**src/rtl/mult_hilo_unit.sv**
```systemverilog
// mult_hilo_unit: sequential radix-2 shift-add multiplier for MULT/MULTU.
// The operands come from the register-file read ports. The 2*WIDTH-bit
// product is written to the HI/LO registers, which the MFHI/MFLO write-back
// path reads.
//
// Ports:
//   clk        rising-edge clock
//   reset      synchronous, active-high; has priority over everything else
//   start      request a multiply; ignored while busy
//   is_signed  1 = MULT (two's complement), 0 = MULTU; captured with start
//   operand_a  multiplicand (register-file read_data1)
//   operand_b  multiplier   (register-file read_data2)
//   busy       high while iterating (state RUN)
//   done       one-cycle pulse; hi/lo hold the new product in this cycle
//   hi, lo     upper/lower halves of the last completed product
module mult_hilo_unit #(
  parameter int unsigned WIDTH = 32
) (
  input  logic             clk,
  input  logic             reset,
  input  logic             start,
  input  logic             is_signed,
  input  logic [WIDTH-1:0] operand_a,
  input  logic [WIDTH-1:0] operand_b,
  output logic             busy,
  output logic             done,
  output logic [WIDTH-1:0] hi,
  output logic [WIDTH-1:0] lo
);

  localparam int unsigned CW = $clog2(WIDTH + 1);

  typedef enum logic [1:0] {
    IDLE,
    RUN,
    DONE
  } state_t;

  state_t             r_state;
  logic [WIDTH-1:0]   r_mcand;
  logic [WIDTH-1:0]   r_mplier;
  logic [WIDTH-1:0]   r_acc;
  logic               r_neg;
  logic [CW-1:0]      r_cnt;
  logic [WIDTH-1:0]   r_hi;
  logic [WIDTH-1:0]   r_lo;

  logic [WIDTH-1:0]   w_abs_a;
  logic [WIDTH-1:0]   w_abs_b;
  logic               w_neg;
  logic [WIDTH:0]     w_sum;
  logic [2*WIDTH-1:0] w_result;
  logic [2*WIDTH-1:0] w_final;

  always_comb begin
    // Negating -2^(WIDTH-1) gives 2^(WIDTH-1). That value is correct when
    // the result is read as unsigned, so this step cannot overflow.
    w_abs_a = (is_signed && operand_a[WIDTH-1]) ? (~operand_a + WIDTH'(1)) : operand_a;
    w_abs_b = (is_signed && operand_b[WIDTH-1]) ? (~operand_b + WIDTH'(1)) : operand_b;
    w_neg   = is_signed & (operand_a[WIDTH-1] ^ operand_b[WIDTH-1]);

    // Add with one extra bit so the carry is kept.
    w_sum = {1'b0, r_acc} + (r_mplier[0] ? {1'b0, r_mcand} : '0);

    // {carry, acc, multiplier} shifted right by one. This is the full
    // product once the last iteration completes.
    w_result = {w_sum, r_mplier[WIDTH-1:1]};
    w_final  = r_neg ? (~w_result + (2*WIDTH)'(1)) : w_result;
  end

  always_ff @(posedge clk) begin
    if (reset) begin
      r_state  <= IDLE;
      r_mcand  <= '0;
      r_mplier <= '0;
      r_acc    <= '0;
      r_neg    <= 1'b0;
      r_cnt    <= '0;
      r_hi     <= '0;
      r_lo     <= '0;
    end else begin
      case (r_state)
        IDLE, DONE: begin
          if (start) begin
            r_mcand  <= w_abs_a;
            r_mplier <= w_abs_b;
            r_neg    <= w_neg;
            r_acc    <= '0;
            r_cnt    <= CW'(WIDTH);
            r_state  <= RUN;
          end else begin
            r_state  <= IDLE;
          end
        end
        RUN: begin
          r_acc    <= w_sum[WIDTH:1];
          r_mplier <= {w_sum[0], r_mplier[WIDTH-1:1]};
          r_cnt    <= r_cnt - CW'(1);
          if (r_cnt == CW'(1)) begin
            r_hi    <= w_final[2*WIDTH-1:WIDTH];
            r_lo    <= w_final[WIDTH-1:0];
            r_state <= DONE;
          end
        end
        default: r_state <= IDLE;
      endcase
    end
  end

  assign busy = (r_state == RUN);
  assign done = (r_state == DONE);
  assign hi   = r_hi;
  assign lo   = r_lo;

endmodule
```
**config.mk**
```make
export PLATFORM = sky130hd
export DESIGN_NAME = mult_hilo_unit
export DESIGN_NICKNAME = d
export VERILOG_FILES = /design/src/rtl/mult_hilo_unit.sv
export SDC_FILE = /design/constraint.sdc
export NUM_CORES = 1
export LEC_CHECK = 0
export BUFFER_PORTS_ARGS = -buffer_cell sky130_fd_sc_hd__buf_2
export CAP_MARGIN = 20
export CORE_MARGIN = 2
export CORE_UTILIZATION = 35
export CTS_BUF_LIST = sky130_fd_sc_hd__clkbuf_4
export DETAILED_ROUTE_END_ITERATION = 10
export PLACE_DENSITY_LB_ADDON = 0.2
export SYNTH_ARGS = -nofsm -noshare
export SYNTH_HDL_FRONTEND = slang
export SYNTH_SLANG_ARGS = --single-unit
```
**constraint.sdc**
```tcl
create_clock -name clk -period 4.3 [get_ports clk]
set_input_delay 0 -clock clk [delete_from_list [all_inputs] [get_ports clk]]
set_output_delay 0 -clock clk [all_outputs]
set_load 0.02 [all_outputs]
```
==> qor.txt <==
status = finished, final reports clean
Top FF cell, synth = dfxtp_1
number of synthesized register bits = 169
worst min-delay path category = in2reg
grt total ovfl = 0
Die Wd = 181 um
Final Critical Period = 3.99 ns
die area = 0.0327 mm2
Critical Path RT = 4.86 ns
final net count = 1741
I/O Buffers = 133
CTS Buf Count = 17
CP startpoint kind = register
Final setup violation count = 0
synth warn = 0
io pins = 134
first-pass GRT wire length = 57700 um
routed vias = 11400
Synth area leaders = dfxtp_1, xor2_1, nor2_1, a211oi_1, a21oi_1
DRT antenna net count = 0
CTS tree = yes
routed len/inst = 17.7 um
core area = 0.0307 mm2
Max VDD drop = 0.000201 V
top cell type's share of synthesized area = 0.309
site row count = 64
Area Growth Syn to Fin = 26.2%
endpoints failing hold = 0
Syn Nets = 1502
initial core utilization = 0.356
Metal-1 WL = 17300 um
# clock sinks = 169
Cells after Synth = 1396
post-synthesis sequential area ratio = 0.309
CP Class = reg2reg
GRT Util Overall = 0.218
die height = 181 um
Pre-Repair DR Iteration Count = 5
final hold slack = 0.265 ns
vias in the first global route = 10700
CTS max path bufs = 2
Root Buffer = clkbuf_4
htree depth = 4
initial antenna violation count = 1
largest area contributor in the netlist = dfxtp_1
Netlist cell types = 75
count leader, synth = nor2_1
vias per inst = 5.56
fin cells = 2044
Filler Cells Inserted = 3137
layout cell share with drive strength beyond 1 = 0.146
synth cell count leaders = nor2_1, dfxtp_1, a21oi_1
number of flops mapped to enable cells by yosys = 0
crit-path max FO = 21
Setup crit end kind = register
final WL = 36100 um
Clock Latency Late Sink = 0.62 ns
# DRC = 0
Iter 0 DRT Violations = 817
slew at the pin closest to its max-slew limit = 0.992 ns
cell area power density = 260 mW/mm2
met2 WL = 16300 um
leakage power = 5.35 nW
routed wl met3 = 1670 um
Peak Freq = 251 MHz
largest net degree at the start of global routing = 101
max-slew violations = 0
fraction of registers with async set or reset after synthesis = 0
final total power = 0.00359 W
placed cells = 1873
Max Used Layer = met4
Final HPWL DP = 26900 um
WP data arrival = 4.55 ns
utilization after layout = 0.450
max-cap check violation count = 0
Syn Area/Cell = 7.83 um2
Mapped Area = 0.0109 mm2
max_slew headroom = 0.334
Reg clk slew, reported paths = 0.17 ns
Clock Skews = 0.0295 ns
crit share post-route = 0.927
GP Congestion = 0.939
## registers in the layout (all words and copies together) (netlist names)
signal / count
r_mplier: 32
lo: 32
hi: 32
r_state: 2
r_mcand: 32
r_neg: 1
r_cnt: 6
r_acc: 32
## layout by cell type, fill, tap and decap left out, types with 37 or more instances in the layout
cell / netlist / routed
o21ai_0: 69 / 69
nor2_1: 184 / 182
and2_1: 42 / 42
dfxtp_1: 169 / 168
dlygate4sd3_1: 0 / 137
ha_1: 37 / 37
a22oi_1: 60 / 60
xnor2_1: 38 / 38
nand2_1: 105 / 105
xor2_1: 83 / 83
a211oi_1: 78 / 78
a21oi_1: 109 / 109
buf_2: 1 / 132
## per-layer routing
| metal | vias up | global-route usage |
|---|---|---|
| li1 | 5661 | - |
| met1 | 5326 | 0.306 |
| met5 | - | 0 |
| met2 | 318 | 0.345 |
| met3 | 50 | 0.0268 |
| met4 | 0 | 0.0700 |
## final timing paths
check	start	end	slack (ns)	cells after the start
worst max register to register	r_mplier[0]	hi[28]	0.31	13
worst min register to register	hi[12]	hi[12]	0.47	2
worst max-delay path	r_mplier[0]	hi[28]	0.31	13
worst min-delay path	operand_a[2]	r_mcand[2]	0.26	4
## worst max-delay path, stage by stage, from the launching register on
cell       delay (ns)
dfxtp_1          0.36
buf_4            0.20
and2_1           0.18
fa_1             0.46
a21o_1           0.22
a221o_1          0.40
a2111oi_1        0.40
and4b_1          0.26
a31oi_1          0.23
nand4bb_1        0.15
buf_4            0.20
or2_0            0.24
or4_1            0.47
a31oi_1          0.17
## power by group
part,internal (W),total (W),switching (W)
Combinational,0.000375,0.000861,0.000487
Clock,0.000364,0.00101,0.000642
Sequential,0.00164,0.00172,0.0000772
## cells by family after synthesis
logic type | Yosys count | synth area share
xor gates and xnor gates | 121 | 0.0969
AOI/OAI and AO/OA | 440 | 0.273
buffers and inverters | 111 | 0.0382
and+or+nand+nor | 512 | 0.233
DFF | 169 | 0.309
muxes | 5 | 0.00481
adders and majority gates | 38 | 0.0442
## layout make-up
| type | instances | area, um2 | area share |
|---|---|---|---|
| multi-input cells | 1116 | 7200 | 0.522 |
| diodes | 1 | 2.50 | 0.000181 |
| clock inverters | 13 | 158 | 0.0114 |
| inverters | 25 | 93.8 | 0.00680 |
| well taps | 396 | 495 | 0.0359 |
| clock buffers | 18 | 135 | 0.00980 |
| repair buffers | 306 | 2320 | 0.168 |
| flip-flops and latches | 169 | 3380 | 0.245 |
## stage by stage
step	TNS (ns)	setup WS [ns]	area [um2]
after CTS	0	0.225	13700
after global placement	0	0.334	12100
after global routing	-0.00857	-0.00857	13800
final	0	0.314	13800
after detailed placement	0	0.277	12100
after floorplan	0	0.627	10900
## what timing repair did
item | CTS | global route
endpoints found under the setup margin | 0 | 12
buffers inserted | 0 | 2
hold buffers | 137 | 0
endpoints found under the hold margin | 114 | 0
gates resized for setup | 0 | 8
Power figures use the tool's default switching activity.
